$ cat config.mk
export PLATFORM = sky130hd
export DESIGN_NAME = mul_seq
export DESIGN_NICKNAME = d
export VERILOG_FILES = /design/src/rtl/mul_seq.sv
export SDC_FILE = /design/constraint.sdc
export NUM_CORES = 1
export LEC_CHECK = 0
export ABC_CLOCK_PERIOD_IN_PS = 3600
export CORE_UTILIZATION = 44
export DETAILED_ROUTE_END_ITERATION = 7
export DONT_BUFFER_PORTS = 1
export SETUP_SLACK_MARGIN = 0.1
export SYNTH_ARGS = -nofsm -noshare
export SYNTH_HDL_FRONTEND = slang
export SYNTH_SLANG_ARGS = --single-unit
export TNS_END_PERCENT = 30
$ cat constraint.sdc
create_clock -name clk -period 3.6 [get_ports clk]
set_input_delay 0.72 -clock clk [delete_from_list [all_inputs] [get_ports clk]]
set_output_delay 0.72 -clock clk [all_outputs]
set_load 0.1 [all_outputs]
$ cat src/rtl/mul_seq.sv
// Shift-add unsigned multiplier on an external adder; WIDTH cycles accept->rsp_valid (1 with MUL_ZERO_BYPASS_EN, zero operand).
// Backpressure: DONE holds the product until rsp_ready; req_ready only in IDLE; flush aborts to IDLE.
module mul_seq #(
    parameter int WIDTH = 32
) (
    input  logic               clk,
    input  logic               rst_n,
    input  logic               req_valid,
    output logic               req_ready,
    input  logic [WIDTH-1:0]   req_mcand,
    input  logic [WIDTH-1:0]   req_mplier,
    output logic               rsp_valid,
    input  logic               rsp_ready,
    output logic [2*WIDTH-1:0] rsp_prod,
    input  logic               flush,
    output logic               busy,
    output logic [WIDTH-1:0]   add_a,
    output logic [WIDTH-1:0]   add_b,
    output logic               add_cin,
    input  logic [WIDTH-1:0]   add_s,
    input  logic               add_cout
);

    localparam int CW = (WIDTH > 1) ? $clog2(WIDTH) : 1;

    typedef enum logic [1:0] {
        IDLE = 2'd0,
        BUSY = 2'd1,
        DONE = 2'd2
    } state_t;

    state_t           state;
    logic [WIDTH-1:0] m_reg;
    logic [WIDTH-1:0] p_hi;
    logic [WIDTH-1:0] p_lo;
    logic [CW-1:0]    count;

    always_ff @(posedge clk or negedge rst_n) begin
        if (!rst_n) begin
            state <= IDLE;
            m_reg <= '0;
            p_hi  <= '0;
            p_lo  <= '0;
            count <= '0;
        end else if (flush) begin
            state <= IDLE;
        end else begin
            case (state)
                IDLE: begin
                    if (req_valid) begin
                        m_reg <= req_mcand;
                        p_hi  <= '0;
                        p_lo  <= req_mplier;
                        count <= '0;
                        state <= BUSY;
`ifdef MUL_ZERO_BYPASS_EN
                        if ((req_mcand == '0) || (req_mplier == '0)) begin
                            p_lo  <= '0;
                            state <= DONE;
                        end
`endif
                    end
                end
                BUSY: begin
                    // Carry-out becomes the new top bit as the partial product shifts right.
                    {p_hi, p_lo} <= {add_cout, add_s, p_lo[WIDTH-1:1]};
                    if (count == CW'(WIDTH - 1)) begin
                        state <= DONE;
                    end else begin
                        count <= count + 1'b1;
                    end
                end
                DONE: begin
                    if (rsp_ready) begin
                        state <= IDLE;
                    end
                end
                default: state <= IDLE;
            endcase
        end
    end

    assign req_ready = (state == IDLE);
    assign rsp_valid = (state == DONE);
    assign busy      = (state == BUSY);
    assign rsp_prod  = {p_hi, p_lo};
    assign add_a     = busy ? p_hi : '0;
    assign add_b     = (busy && p_lo[0]) ? m_reg : '0;
    assign add_cin   = 1'b0;

endmodule
==> results summary <==
The dominant cell type by area after synthesis is sky130_fd_sc_hd__dfrtp_1. The slew at the pin closest to its max-slew limit is 966 ps. At the end of routability-driven placement, the weighted congestion stood at 0.704. The width of the die is 108 microns. Once detailed placement completed, the half-perimeter wirelength came to 8020 microns. For the finished layout, the period the worst path requires is 2830 ps. The worst setup path is captured at a primary output. The H-tree was split into 3 levels.

The Yosys warning count came out at 0. The number of fill cells in the layout is 961. The final sum of negative setup slack came out at 0 ps.

Relative to the synthesized area, the layout overhead comes to 21.7%. The total of cells resized after clock tree synthesis is 0. The worst-skew pair later-pin latency is 340 ps. For this run the aggregate overflow at the end of global routing stands at 0. The sequential fraction of the synthesis area is 51.8%.

In the post-synthesis netlist, the biggest area contributors are sky130_fd_sc_hd__dfrtp_1 (52%), sky130_fd_sc_hd__mux2_2 (21%), sky130_fd_sc_hd__and4_1 (5.6%), sky130_fd_sc_hd__a21o_1 (4.8%), sky130_fd_sc_hd__and3_1 (4.2%). The number of hold-slack violations in the final timing report is 0. The kind of launch point of the worst setup path is a flop. The combinational power share came out at 27.1%.

STA puts the critical path data required time at 2880 ps. The number of placed I/O pins came out at 234. The clock transition at the registers of the reported paths is 60 ps. The clock arrives with 8.07 ps of skew. The setup slack on the worst flop-to-flop path came out at 1280 ps.

The number of antenna violations at the first check in global routing is 0. The switching power total came out at 2.00 mW. The proportion of layout cells with a drive suffix above 1 is 45.8%. The maximum cell stage delay along the critical path is 540 ps.

The final critical path takes up 78.6% of the cycle. The share of synthesized area in the top cell type comes to 51.8%. The capture instance of the worst register-to-register path is p_lo[5]$_DFFE_PN0P_. The largest driver fanout on the critical path is 89. The critical path goes through nor2b_4, buf_12, and3_1, buf_4. The number of setup violations in the final report is 0. The leakage power total is 3.15 nW. The count of buffers added on input and output ports is 0. The final route contains 3372 vias. The netlist area before placement came out at 4970 sq um. The setup path with the least slack is of type reg2out. The largest buffer count on any clock path is 2. The library cells used most frequently in the layout, excluding fill and tap cells, are sky130_fd_sc_hd__dfrtp_1 (102), sky130_fd_sc_hd__buf_4 (101), sky130_fd_sc_hd__mux2_2 (94). The most common cell after layout, fill and taps aside is sky130_fd_sc_hd__dfrtp_1.

The count of cells along the worst register-to-register path is 3. The internal power came out at 2.20 mW. The total iterations of the first detailed-routing run came out at 4. The min-delay analysis places its worst path in the category in2async. In this run the worst setup path terminates at add_b[4].

The die footprint came out at 11700 sq um. The sum of routed wire length over all layers came out at 11800 microns. The average size of a mapped cell is 12.7 sq um.

The relative slew slack is 35.6%. In this run the critical register-to-register path is launched from state[0]$_DFFE_PN0P_. The post-synthesis net count came out at 497.

The cell type of the slowest stage on the worst timing path is sky130_fd_sc_hd__dfrtp_1. The TritonCTS clock tree is yes. The number of register bits inferred by synthesis is 103. In this run the worst setup path begins at state[0]$_DFFE_PN0P_. The combined flip-flop and latch cell area came out at 2580 sq um.

The detail-routed net length per standard cell came out at 19.1 microns. The number of antenna diodes in the final layout is 0. The die height came out at 108 microns.

The fraction of power consumed by the clock network came out at 21.8%. The starting density of the core is 45.5%. Dividing the detail-routed via count by the number of cells gives 5.49. After floorplanning, the core was divided into 38 placement rows.

The number of logic stages on the critical path including buffering came out at 4. The run finished with clean final reports. The TritonCTS buffer count came out at 9. The region available for standard cell placement spans 10900 sq um. The power density over cell area is 695 nW/um^2. Based on the critical path, the design can be clocked at up to 0.353 GHz. In the final layout, the multi-input gates occupy 2230 sq um. The number of nets in the layout is 574.

The number of buffer and inverter stages on the critical path is 2. Setup repair after global routing left no endpoint under its margin. In this run switching power makes up 47.6% of total power. The remaining routing DRC violations is 0. The highest ir drop seen on vdd is 0.425 mV. The max-cap violation count is 0.

Among cell families on the critical path, the largest total delay comes from buffers and inverters. For the worst setup path, the data arrival time is 2110 ps. The distinct cell type count after synthesis came out at 30.

The clock root buffer is sky130_fd_sc_hd__clkbuf_16. Registers are responsible for 51.1% of the overall power. Counting every instance in the synthesized netlist gives 393. For this design, the CTS-stage hold fixing added 0 buffers. The total setup buffers inserted after CTS came out at 0.

The count of pins over their slew limit is 0. Clock tree synthesis found a total of 103 sinks. The count of nets left with antenna violations once routing finished came out at 0. The via count of the first global-routing pass came out at 3433. The global-route wire length before repair is 18000 microns. Once layout is complete, the utilization of the core stands at 55.3%.

The pin count of the biggest net entering global routing came out at 104. Across every metal layer, demand over resource in global routing totals 20.0%. In this run, the number of DRC markers left after iteration 0 of detailed routing was 155.
[worst min-delay path by stage]
| stage | start | to | cells past startpoint |
|---|---|---|---|
| floorplan | rst_n | count[0]$_DFFE_PN0P_ | 0 |
| global placement | rst_n | p_hi[0]$_DFFE_PN0P_ | 0 |
| detailed placement | rst_n | p_hi[7]$_DFFE_PN0P_ | 0 |
| CTS | rst_n | p_hi[7]$_DFFE_PN0P_ | 0 |
| global route | rst_n | p_hi[7]$_DFFE_PN0P_ | 0 |
| finish | rst_n | p_hi[7]$_DFFE_PN0P_ | 0 |
[Yosys cell counts (all sizes together)]
cell	number
or2	1
nor2b	2
and3b	1
xnor2	1
and4	32
nor4	1
nor2	3
nor3b	1
ha	2
clkbuf	20
nand2	3
inv	3
o22ai	1
a41oi	1
a31oi	1
dfrtp	103
nand3	2
a22o	3
a21o	32
mux2	97
conb	1
buf	16
and3	33
a22oi	1
and2	32
[through the flow]
stage	total power, mW	worst slack [ps]	hold WS (ps)	cell area (sq um)	instances
5_1_grt	4.35	643	58.7	6050	614
3_5_place_dp	3.32	1130	427	5770	599
6_report	4.20	771	78.8	6050	614
2_1_floorplan	3.08	108	424	4970	393
3_3_place_gp	3.29	1150	427	5770	599
4_1_cts	4.24	774	63.4	6050	614
[power groups by stage]
stage                     clock, mW  sequential, mW  combinational [mW]
after floorplan                   0            2.36               0.721
after global placement            0            2.16                1.13
after detailed placement          0            2.17                1.15
after CTS                     0.946            2.15                1.15
after global routing          0.986            2.18                1.19
final                         0.915            2.15                1.14
[cell families after synthesis]
group                    count (synthesis)  synth area share (%)
AO/OA/AOI/OAI                           39                  5.94
buffers and inverters                   39                  3.82
other                                    1                0.0754
AND/OR/NAND/NOR                        111                  15.7
flip-flops                             103                  51.8
adder cells (fa/ha/maj)                  2                 0.503
multiplexers                            97                  22.0
XOR/XNOR                                 1                 0.176
[layout make-up]
class	count	share of cell area, %
multi-input cells	251	36.8
clock buffers	15	4.59
repair buffers	102	12.9
inverters	3	0.186
well taps	140	2.90
flip-flops and latches	103	42.6
[per-layer routing]
| layer | vias up | global-route usage (%) | part of all wire, % |
|---|---|---|---|
| li1 | 1555 | - | - |
| met1 | 1654 | 23.4 | 40 |
| met2 | 151 | 33.5 | 49 |
| met3 | 12 | 6.69 | 9.6 |
| met4 | 0 | 8.40 | 1.7 |
| met5 | - | 0 | 0 |
Power figures use the tool's default switching activity.
